==> config.mk <==
export PLATFORM = sky130hd
export DESIGN_NAME = mem_resp_flat
export DESIGN_NICKNAME = d
export VERILOG_FILES = /design/src/rtl/mem_resp_pkg.sv /design/src/rtl/mem_resp_if.sv /design/src/rtl/mem_resp_seg_map.sv /design/src/rtl/mem_resp.sv /design/src/flat_wrapper.sv
export SDC_FILE = /design/constraint.sdc
export NUM_CORES = 2
export LEC_CHECK = 0
export ABC_AREA = 1
export CAP_MARGIN = 30
export CORE_MARGIN = 3
export CORE_UTILIZATION = 45
export DETAILED_ROUTE_END_ITERATION = 10
export DONT_BUFFER_PORTS = 1
export SETUP_SLACK_MARGIN = 0.3
export SYNTH_ARGS = -nofsm -noshare
export SYNTH_HDL_FRONTEND = slang
export SYNTH_SLANG_ARGS = --single-unit
export TNS_END_PERCENT = 50
==> constraint.sdc <==
create_clock -name clk_sys -period 10.6 [get_ports clk_sys]
set_input_delay 1.06 -clock clk_sys [delete_from_list [all_inputs] [get_ports clk_sys]]
set_output_delay 1.06 -clock clk_sys [all_outputs]
set_load 0.03 [all_outputs]
==> src/rtl/mem_resp_pkg.sv <==
// Shared definitions for the system-bus memory responder.
// Holds the FSM state encoding, bus/map geometry and small field helpers.
// Bus words use MSB-first bit numbering: bus bit 0 is Verilog bit 15, so the
// page (bus bits 0..3) sits in ad[15:12] and the offset in ad[11:0].
package mem_resp_pkg;

  typedef enum logic [1:0] {
    StIdle,
    StAccept,
    StRamWait,
    StDone
  } state_e;

  localparam int unsigned WORD_BITS     = 16;
  localparam int unsigned SEG_BITS      = 4;
  localparam int unsigned SEG_COUNT     = 16;
  localparam int unsigned PAGE_BITS     = 4;
  localparam int unsigned OFFSET_BITS   = 12;
  localparam int unsigned MAP_ADDR_BITS = SEG_BITS + PAGE_BITS;
  localparam int unsigned MAP_ENTRIES   = SEG_COUNT << PAGE_BITS;

  // Config word: bus bit 0 (MSB) is the valid flag, the frame number is
  // right-aligned in the low bits.
  localparam int unsigned CFG_VALID_BIT = WORD_BITS - 1;

  function automatic logic [PAGE_BITS-1:0] page_of(input logic [WORD_BITS-1:0] ad);
    return ad[WORD_BITS-1 -: PAGE_BITS];
  endfunction

  function automatic logic [OFFSET_BITS-1:0] offset_of(input logic [WORD_BITS-1:0] ad);
    return ad[OFFSET_BITS-1:0];
  endfunction

  function automatic logic [MAP_ADDR_BITS-1:0] map_index(input logic [SEG_BITS-1:0]  seg,
                                                         input logic [PAGE_BITS-1:0] page);
    return {seg, page};
  endfunction

endpackage

==> src/rtl/mem_resp_if.sv <==
// System-bus signal bundle between a memory-cycle initiator and a responder.
//   rq, wr, cfg, pn, q : request and qualifiers (initiator -> responder)
//   nb, ad, dt_in      : segment, word address, write/config data
//   dt_out, ok, pe     : read data and completion/refusal (responder -> initiator)
interface mem_resp_if;
  import mem_resp_pkg::*;

  logic                 rq;
  logic                 wr;
  logic                 cfg;
  logic                 pn;
  logic                 q;
  logic [SEG_BITS-1:0]  nb;
  logic [WORD_BITS-1:0] ad;
  logic [WORD_BITS-1:0] dt_in;
  logic [WORD_BITS-1:0] dt_out;
  logic                 ok;
  logic                 pe;

  modport master (
    output rq, wr, cfg, pn, q, nb, ad, dt_in,
    input  dt_out, ok, pe
  );

  modport slave (
    input  rq, wr, cfg, pn, q, nb, ad, dt_in,
    output dt_out, ok, pe
  );

endinterface

==> src/rtl/mem_resp_seg_map.sv <==
// Segment map: 256 entries of {valid, frame}, indexed {segment, page}.
// One synchronous write port, one combinational read port.
//   clk_sys, rst          : clock, async active-high reset (invalidates all)
//   we, waddr, wvalid,
//   wframe                : write port
//   raddr, rvalid, rframe : read port
module seg_map
  import mem_resp_pkg::*;
#(
  parameter int unsigned FRAME_BITS = 5
) (
  input  logic                     clk_sys,
  input  logic                     rst,
  input  logic                     we,
  input  logic [MAP_ADDR_BITS-1:0] waddr,
  input  logic                     wvalid,
  input  logic [FRAME_BITS-1:0]    wframe,
  input  logic [MAP_ADDR_BITS-1:0] raddr,
  output logic                     rvalid,
  output logic [FRAME_BITS-1:0]    rframe
);

  logic [MAP_ENTRIES-1:0] valid_q;
  logic [FRAME_BITS-1:0]  frame_q [MAP_ENTRIES];

  always_ff @(posedge clk_sys or posedge rst) begin
    if (rst) begin
      valid_q <= '0;
    end else if (we) begin
      valid_q[waddr] <= wvalid;
    end
  end

  // Frames need no reset: they are only consumed when the valid bit is set.
  always_ff @(posedge clk_sys) begin
    if (we) begin
      frame_q[waddr] <= wframe;
    end
  end

  assign rvalid = valid_q[raddr];
  assign rframe = frame_q[raddr];

endmodule

==> src/rtl/mem_resp.sv <==
// System-bus memory responder. Accepts cycles addressed to MEM_NUMBER,
// translates {segment, page} through seg_map to a physical frame and runs a
// fixed-latency cycle on the RAM port; answers ok, or pe for unmapped pages.
// Config cycles (cfg=1) load a map entry.
//   clk_sys, rst : clock, async active-high reset
//   bus          : system-bus slave side (rq/wr/cfg/pn/q/nb/ad/dt_in, dt_out/ok/pe)
//   mem_addr     : physical word address {frame, offset}
//   mem_we       : one-cycle RAM write strobe
//   mem_wdata    : RAM write data
//   mem_rdata    : RAM read data, valid MEM_LAT cycles after mem_addr is issued
module mem_resp
  import mem_resp_pkg::*;
#(
  parameter logic        MEM_NUMBER = 1'b0,
  parameter int unsigned FRAME_BITS = 5,
  parameter int unsigned MEM_LAT    = 2
) (
  input  logic                              clk_sys,
  input  logic                              rst,
  mem_resp_if.slave                         bus,
  output logic [FRAME_BITS+OFFSET_BITS-1:0] mem_addr,
  output logic                              mem_we,
  output logic [WORD_BITS-1:0]              mem_wdata,
  input  logic [WORD_BITS-1:0]              mem_rdata
);

  localparam int unsigned ADDR_BITS = FRAME_BITS + OFFSET_BITS;
  localparam logic [2:0]  LAT_INIT  = 3'(MEM_LAT - 1);

  state_e                 state_q, state_d;
  logic                   rq_q;
  logic                   wr_q, cfg_q;
  logic [SEG_BITS-1:0]    seg_q, nb_q;
  logic [WORD_BITS-1:0]   ad_q, dt_q;
  logic [2:0]             cnt_q, cnt_d;
  logic                   ok_q, ok_d, pe_q, pe_d, we_q, we_d;
  logic [ADDR_BITS-1:0]   addr_q, addr_d;
  logic [WORD_BITS-1:0]   wdata_q, wdata_d, dout_q, dout_d;
  logic                   accept;
  logic                   map_we, map_rvalid;
  logic [FRAME_BITS-1:0]  map_rframe;

  // Only a fresh rising rq starts a cycle; rq_q resets high so a request held
  // across reset release is ignored.
  assign accept = (state_q == StIdle) && bus.rq && !rq_q && (bus.pn == MEM_NUMBER);

  seg_map #(
    .FRAME_BITS (FRAME_BITS)
  ) u_seg_map (
    .clk_sys (clk_sys),
    .rst     (rst),
    .we      (map_we),
    .waddr   (map_index(nb_q, page_of(ad_q))),
    .wvalid  (dt_q[CFG_VALID_BIT]),
    .wframe  (dt_q[FRAME_BITS-1:0]),
    .raddr   (map_index(seg_q, page_of(ad_q))),
    .rvalid  (map_rvalid),
    .rframe  (map_rframe)
  );

  always_ff @(posedge clk_sys or posedge rst) begin
    if (rst) begin
      state_q <= StIdle;
    end else begin
      state_q <= state_d;
    end
  end

  always_comb begin
    state_d = state_q;
    cnt_d   = cnt_q;
    ok_d    = ok_q;
    pe_d    = pe_q;
    we_d    = 1'b0;
    addr_d  = addr_q;
    wdata_d = wdata_q;
    dout_d  = dout_q;
    map_we  = 1'b0;
    unique case (state_q)
      StIdle: begin
        if (accept) state_d = StAccept;
      end
      StAccept: begin
        if (cfg_q) begin
          map_we  = 1'b1;
          ok_d    = 1'b1;
          state_d = StDone;
        end else if (!map_rvalid) begin
          pe_d    = 1'b1;
          state_d = StDone;
        end else begin
          // Frame is captured here, so later map writes cannot disturb this cycle.
          addr_d = {map_rframe, offset_of(ad_q)};
          if (wr_q) begin
            we_d    = 1'b1;
            wdata_d = dt_q;
            ok_d    = 1'b1;
            state_d = StDone;
          end else begin
            cnt_d   = LAT_INIT;
            state_d = StRamWait;
          end
        end
      end
      StRamWait: begin
        if (cnt_q == 3'd0) begin
          dout_d  = mem_rdata;
          ok_d    = 1'b1;
          state_d = StDone;
        end else begin
          cnt_d = cnt_q - 3'd1;
        end
      end
      StDone: begin
        if (!bus.rq) begin
          ok_d    = 1'b0;
          pe_d    = 1'b0;
          state_d = StIdle;
        end
      end
      default: state_d = StIdle;
    endcase
  end

  always_ff @(posedge clk_sys or posedge rst) begin
    if (rst) begin
      rq_q    <= 1'b1;
      wr_q    <= 1'b0;
      cfg_q   <= 1'b0;
      seg_q   <= '0;
      nb_q    <= '0;
      ad_q    <= '0;
      dt_q    <= '0;
      cnt_q   <= '0;
      ok_q    <= 1'b0;
      pe_q    <= 1'b0;
      we_q    <= 1'b0;
      addr_q  <= '0;
      wdata_q <= '0;
      dout_q  <= '0;
    end else begin
      rq_q <= bus.rq;
      if (accept) begin
        wr_q  <= bus.wr;
        cfg_q <= bus.cfg;
        seg_q <= bus.q ? bus.nb : '0;
        nb_q  <= bus.nb;
        ad_q  <= bus.ad;
        dt_q  <= bus.dt_in;
      end
      cnt_q   <= cnt_d;
      ok_q    <= ok_d;
      pe_q    <= pe_d;
      we_q    <= we_d;
      addr_q  <= addr_d;
      wdata_q <= wdata_d;
      dout_q  <= dout_d;
    end
  end

  assign bus.ok     = ok_q;
  assign bus.pe     = pe_q;
  assign bus.dt_out = dout_q;
  assign mem_addr   = addr_q;
  assign mem_we     = we_q;
  assign mem_wdata  = wdata_q;

endmodule
==> src/flat_wrapper.sv <==
// flat-port wrapper written by rule: the top's interface ports become plain ports
module mem_resp_flat import mem_resp_pkg::*;
#(
  parameter logic        MEM_NUMBER = 1'b0,
  parameter int unsigned FRAME_BITS = 5,
  parameter int unsigned MEM_LAT    = 2
)
  (clk_sys, rst, mem_addr, mem_we, mem_wdata, mem_rdata, bus_rq, bus_wr, bus_cfg, bus_pn, bus_q, bus_nb, bus_ad, bus_dt_in, bus_dt_out, bus_ok, bus_pe);
  mem_resp_if bus_i ();
  input  logic clk_sys;
  input  logic rst;
  output logic [FRAME_BITS+OFFSET_BITS-1:0] mem_addr;
  output logic mem_we;
  output logic [WORD_BITS-1:0] mem_wdata;
  input  logic [WORD_BITS-1:0] mem_rdata;
  input wire logic [$bits(bus_i.rq)-1:0] bus_rq;
  input wire logic [$bits(bus_i.wr)-1:0] bus_wr;
  input wire logic [$bits(bus_i.cfg)-1:0] bus_cfg;
  input wire logic [$bits(bus_i.pn)-1:0] bus_pn;
  input wire logic [$bits(bus_i.q)-1:0] bus_q;
  input wire logic [$bits(bus_i.nb)-1:0] bus_nb;
  input wire logic [$bits(bus_i.ad)-1:0] bus_ad;
  input wire logic [$bits(bus_i.dt_in)-1:0] bus_dt_in;
  output wire logic [$bits(bus_i.dt_out)-1:0] bus_dt_out;
  output wire logic [$bits(bus_i.ok)-1:0] bus_ok;
  output wire logic [$bits(bus_i.pe)-1:0] bus_pe;
  assign bus_i.rq = bus_rq;
  assign bus_i.wr = bus_wr;
  assign bus_i.cfg = bus_cfg;
  assign bus_i.pn = bus_pn;
  assign bus_i.q = bus_q;
  assign bus_i.nb = bus_nb;
  assign bus_i.ad = bus_ad;
  assign bus_i.dt_in = bus_dt_in;
  assign bus_dt_out = bus_i.dt_out;
  assign bus_ok = bus_i.ok;
  assign bus_pe = bus_i.pe;
  mem_resp #(.MEM_NUMBER(MEM_NUMBER), .FRAME_BITS(FRAME_BITS), .MEM_LAT(MEM_LAT)) u_core (.clk_sys(clk_sys), .rst(rst), .bus(bus_i), .mem_addr(mem_addr), .mem_we(mem_we), .mem_wdata(mem_wdata), .mem_rdata(mem_rdata));
endmodule
======== Word-level counts from Yosys, hierarchy flattened ========
Memories as Yosys holds them, arrays and structs flattened. A register that Yosys moved wholly into a read port is not among the register bits.
Cells that the tools add are included.
W data, S select, Z words.
storage, ports and cells
  output and inout bits ................... 52
  register bits ........................... 356
  RAM bits ................................ 1280
  input bits .............................. 59
  memories kept ........................... 1
cells by class
  add/sub/neg operators ................... 1
  equality and inequality tests ........... 13
  reductions and logical operators ........ 17
  bitwise gates (word level) .............. 2
  $lt $le $gt $ge ......................... 3
  multiplexer cells ....................... 35
memories
  name                      depth  width  read ports  clocked after memory_dff  wr ports  RTL line                text
  u_core.u_seg_map.frame_q  256    5      1           1                         1         mem_resp_seg_map.sv:24  logic [FRAME_BITS-1:0] frame_q [MAP_ENTRIES];
operator list
  kind                   number
  $bwmux W256            1
  $lt A8 B9 Y1 const B   2
  $mux W1                18
  $mux W3                4
  $mux W2                5
  $ne A2 B2 Y1 const B   5
  $reduce_and A5 Y1      2
  $bmux W1 S8            1
  $demux W1 S8           1
  $ge A8 B1 Y1 const B   1
  $pmux W2 S4            1
  $reduce_and A4 Y1      2
  $ne A2 B1 Y1 const B   3
  $ne A3 B1 Y1 const B   2
  $pmux W3 S2            1
  $reduce_and A3 Y1      2
  $eq A2 B2 Y1 const B   2
  $logic_and A1 B1 Y1    4
  $mux W4                1
  $reduce_bool A2 Y1     2
  $logic_not A3 Y1       1
  $pmux W1 S3            1
  $reduce_bool A3 Y1     1
  $sub A3 B1 Y3 const B  1
  other kinds (6)        7

======== Longest topological paths before layout ========
  word-level depth ........................ 6
  depth in mapped cells ................... 21
  depth with buffers taken out ............ 18

======== By module ========
Synthesis repeated with hierarchy kept, for this count alone.
second synthesis, totals
  cells, all modules ...................... 6398
  area total of the unflattened synthesis .. 68508.2 µm²
by module, submodules not included
  module    area an instance (µm²)  times used  cells each
  seg_map   64470.6                 1           5952
  mem_resp  4037.6                  1           446

======== Worst setup path before layout ========
OpenSTA, ideal clock, no wires.
  path kind ............................... reg2reg
  from .................................... reg u_core.dt_q[0]
  to ...................................... mem u_core.u_seg_map.frame_q[0][0], data pin
  buffers on the path ..................... 0
  stages on the path, launching flop included .. 1
  clock period less this slack ............ 4.005 ns
  slack ................................... 6.595 ns
  data required time ...................... 9.793 ns
  setup time .............................. 0.807 ns
  arrival time ............................ 3.198 ns
  path through ............................ dfrtp_1
RTL lines
  element                   RTL line                text
  start: declaration        mem_resp.sv:34          logic [WORD_BITS-1:0] ad_q, dt_q;
  start signal: assignment  mem_resp.sv:149         dt_q <= bus.dt_in;
  end: declaration          mem_resp_seg_map.sv:24
No word-level cell before the write port.

======== Final worst setup path ========
  from .................................... reg u_core.ad_q[13]
  to ...................................... reg u_core.addr_q[11], in the netlist u_core.mem_addr[11]
between the ends
  word-level cells in the longest chain between the ends .. 3
RTL lines
  element                        RTL line                text
  start: declaration             mem_resp.sv:34
  start signal: assignment       mem_resp.sv:148         ad_q <= bus.ad;
  $bmux W1 S8                    mem_resp_seg_map.sv:41  assign rvalid = valid_q[raddr];
  $mux W1 (not written as such)  mem_resp_seg_map.sv:41
  $reduce_and A3 Y1 (no line)    -
  end signal: assignment         mem_resp.sv:155         addr_q <= addr_d;
  end: declaration               mem_resp.sv:37          logic [ADDR_BITS-1:0] addr_q, addr_d;
Every way passes these cells. The select of a mux whose other input is x is not followed.
A chain may end at the register's enable or synchronous reset.

==> flow_metrics.py <==
metrics = {
    "clock_tree": {
        "h-tree-depth": 4,
        "clock-sinks": 1636,
        "cts_tree": "done",
        "cts_root_buffer": "clkbuf_16",
        "cts_resized": 0,
        "cts_setup_buffers": 0,
        "clk_latency_ns": 0.79,
        "cts_buffers": 165,
        "holdBufCountCts": 0,
        "path_clk_slew_ns": 0.06,
        "clk_path_buf_depth": 3,
    },
    "sta": {
        "tns_ns": 0,
        "skew_ns": 0.0223,
        "fin_crit_ns": 5.47,
        "fmax_mhz": 183,
        "relSlewSlack_pct": 23.5,
        "setup_viol": 0,
        "hold_viol": 0,
        "rsz0062_at_grt": "no",
        "worstMarginPinSlew_ns": 1.15,
        "slew_violations": 0,
        "fin_crit_sh_pct": 51.6,
    },
    "global_routing": {
        "grt_max_degree": 218,
        "overflow": 0,
        "grt_pass1_wl_mm": 272,
        "grt_antenna_before_repair": 1,
        "grt_usage_pct": 24.6,
        "grt_pass1_vias": 41293,
    },
    "synth": {
        "ys_warn_count": 0,
        "avgSynthCellArea_um2": 12.2,
        "synthAdderAreaFrac_pct": 0.116,
        "synth_nets": 5375,
        "ys_ff_latch": 1636,
        "synth.area.top_cells": "edfxtp_1 59%, dfrtp_1 14%, nand2_1 7.5%, a22oi_1 7.3%, nor2_1 3.2%",
        "syn_area_um2": 64900,
        "synth-compound-area-share_pct": 11.1,
        "synth_top_area_share_pct": 59.2,
        "synth_xor_area_share_pct": 0.0135,
        "synth_top_flop_cell": "edfxtp_1",
        "ys_seq_area_share_pct": 73.0,
        "synth.distinct_cells": 35,
        "synth.most_common_cell": "nand2_1",
        "synth_async_sr_flop_share_pct": 21.8,
        "synth_enable_flop_cells": 1280,
        "synth-simple-area-share_pct": 12.5,
        "synth_common_cells": "1305 x nand2_1, 1280 x edfxtp_1, 627 x a22oi_1",
        "synthCells": 5310,
        "synth_top_family_by_area": "simple AND/OR/NAND/NOR gates",
        "synth_largest_area_cell": "edfxtp_1",
        "synth.mux.area_fraction_pct": 0,
    },
    "worst_setup_path": {
        "cp.buffers_inverters": 4,
        "slowest_delay_ns": 0.88,
        "cp-start-kind": "flip-flop",
        "cp.required_ns": 11.33,
        "critPathTopFamily": "buffers and inverters",
        "cp_max_fo": 151,
        "slowest_stage": "buf_4",
        "rr_startpoint": "u_core.ad_q[13]$_DFFE_PP0P_",
        "crit_type": "flip-flop to flip-flop",
        "path_cells": "buf_4, inv_2, nor2_4, buf_12, buf_4, nand2_1, nand2_1, nor2_1, nor2_1, nor2_1, nand2_1, nand3_1, nand3_1, nand3_1, nand2_2, nand2_2, nor2_4, nand2_1, nand2_1",
        "rrSetupSlack_ns": 5.13,
        "rr_worst_depth": 19,
        "cp-end-kind": "flip-flop",
        "cpMostUsedCell": "nand2_1",
        "timing.rr.end": "u_core.mem_addr[11]$_DFFE_PP0P_",
        "crit_arrival_ns": 6.20,
    },
    "die": {
        "start_util_pct": 45.6,
        "placeableCoreArea_um2": 142000,
        "fp.dieArea_um2": 149000,
        "fp.dieW_um": 386,
        "rows": 138,
        "die_h_um": 386,
        "io_pins": 111,
    },
    "routing": {
        "post_drt_wl_per_cell_um": 25.3,
        "drt-pass1-iter-count": 6,
        "drt_iter0_drc": 5042,
        "vias": 41976,
        "vias_per_cell": 5.79,
        "ant_nets": 0,
        "drc": 0,
        "wl_mm": 184,
    },
    "worst_hold_path": {
        "hold_class": "input port to asynchronous set/reset pin",
    },
    "placed_design": {
        "portBuffers": 0,
        "place_hpwl_mm": 100,
        "gp_congestion": 0.840,
    },
    "power_and_ir_drop": {
        "p_per_area_nw_per_um2": 284,
        "vdd_drop_max_uv": 711,
        "leakagePower_nw": 26.1,
    },
    "final_layout": {
        "utilization_pct": 50.4,
        "syn2layout_area_growth_pct": 10.6,
        "nets": 5289,
        "drive_gt1_share_pct": 6.37,
        "diodes": 0,
    },
    "flow_run": {
        "drv_cap": 0,
    },
    "outcome": {
        "outcome": "finished clean",
    },
}
[metal layers]
layer	vias up	routed length (um)	part of all wire [%]	GRT usage, %
li1	18850	-	-	-
met1	20858	76300	42	34.2
met2	1933	85400	46	38.9
met3	335	15800	8.6	4.75
met4	0	6190	3.4	8.53
met5	-	0	0	0
[stage by stage]
stage	hold WS, ns	area [um^2]	setup WS [ns]	power [W]	cells
final	0.257	71800	5.13	0.0203	7255
after global placement	0.456	66500	5.24	0.0146	6945
after CTS	0.205	71800	5.17	0.0203	7254
after floorplan	0.442	64900	4.77	0.0123	5310
after detailed placement	0.458	66500	5.17	0.0147	6946
after global routing	0.224	71800	4.85	0.0212	7255
[cell usage in the layout, fill, tap and decap left out, drive strengths merged]
cell type  netlist  layout
buf            171      60
nand4           49      49
bufinv           0       8
o21ai          157     157
a21o             4       4
a21oi          308     308
and3             1       1
edfxtp        1280    1280
o21a             7       7
xnor2            1       1
dfstp            1       1
clkinv           1      55
ha               6       6
clkbuf         142     244
nand3          109     109
nand3b           2       2
clkinvlp         0       2
o211a            1       1
nor3            28      28
o22ai            4       4
nand2         1312    1312
or2              1       1
dfrtp          355     355
inv            174     174
nor2           561     561
a31o             8       8
a22oi          627     627
[flip-flops by register name, summed over array words and instances (netlist names), 2 cells and up]
name / flops
u_core.ad_q: 16
u_core.state_q: 2
u_core.u_seg_map.frame_q: 1280
u_core.u_seg_map.valid_q: 256
u_core.mem_addr: 17
u_core.seg_q: 4
u_core.dt_q: 16
u_core.mem_wdata: 16
u_core.bus.dt_out: 16
u_core.nb_q: 4
u_core.cnt_q: 3
[how the worst max path moves through the flow]
stage / startpoint / to / slack [ns] / cells after the start
final: u_core.ad_q[13]$_DFFE_PP0P_ / u_core.mem_addr[11]$_DFFE_PP0P_ / 5.13 / 19
after global routing: u_core.ad_q[13]$_DFFE_PP0P_ / u_core.mem_addr[11]$_DFFE_PP0P_ / 4.85 / 19
after CTS: u_core.ad_q[13]$_DFFE_PP0P_ / u_core.mem_addr[11]$_DFFE_PP0P_ / 5.17 / 19
after detailed placement: u_core.ad_q[13]$_DFFE_PP0P_ / u_core.mem_addr[11]$_DFFE_PP0P_ / 5.17 / 19
after global placement: u_core.ad_q[13]$_DFFE_PP0P_ / u_core.mem_addr[11]$_DFFE_PP0P_ / 5.24 / 19
after floorplan: rst / u_core.ad_q[0]$_DFFE_PP0P_ / 4.77 / 1
[final cells by class]
cell class	count	area, um^2
multi-input combinational	3186	15500
timing repair buffer	60	638
fill	12390	70500
tap	1890	2360
inverter	175	678
clock inverter	64	574
sequential	1636	47400
clock buffer	244	4680
[kinds of logic after synthesis]
group,after synthesis
adders and majority gates,6
AOI/OAI and AO/OA,1116
and+or+nand+nor,2063
DFF,1636
xor gates and xnor gates,1
buffers and inverters,488
[where the power goes]
| part | switching, W | internal [W] | leakage, nW |
|---|---|---|---|
| registers | 0.000651 | 0.00795 | 16.5 |
| clock network | 0.00244 | 0.00326 | 2.57 |
| logic | 0.00466 | 0.00138 | 7.07 |
| total | 0.00776 | 0.0126 | 26.1 |
(Power assumes the default switching activity.)
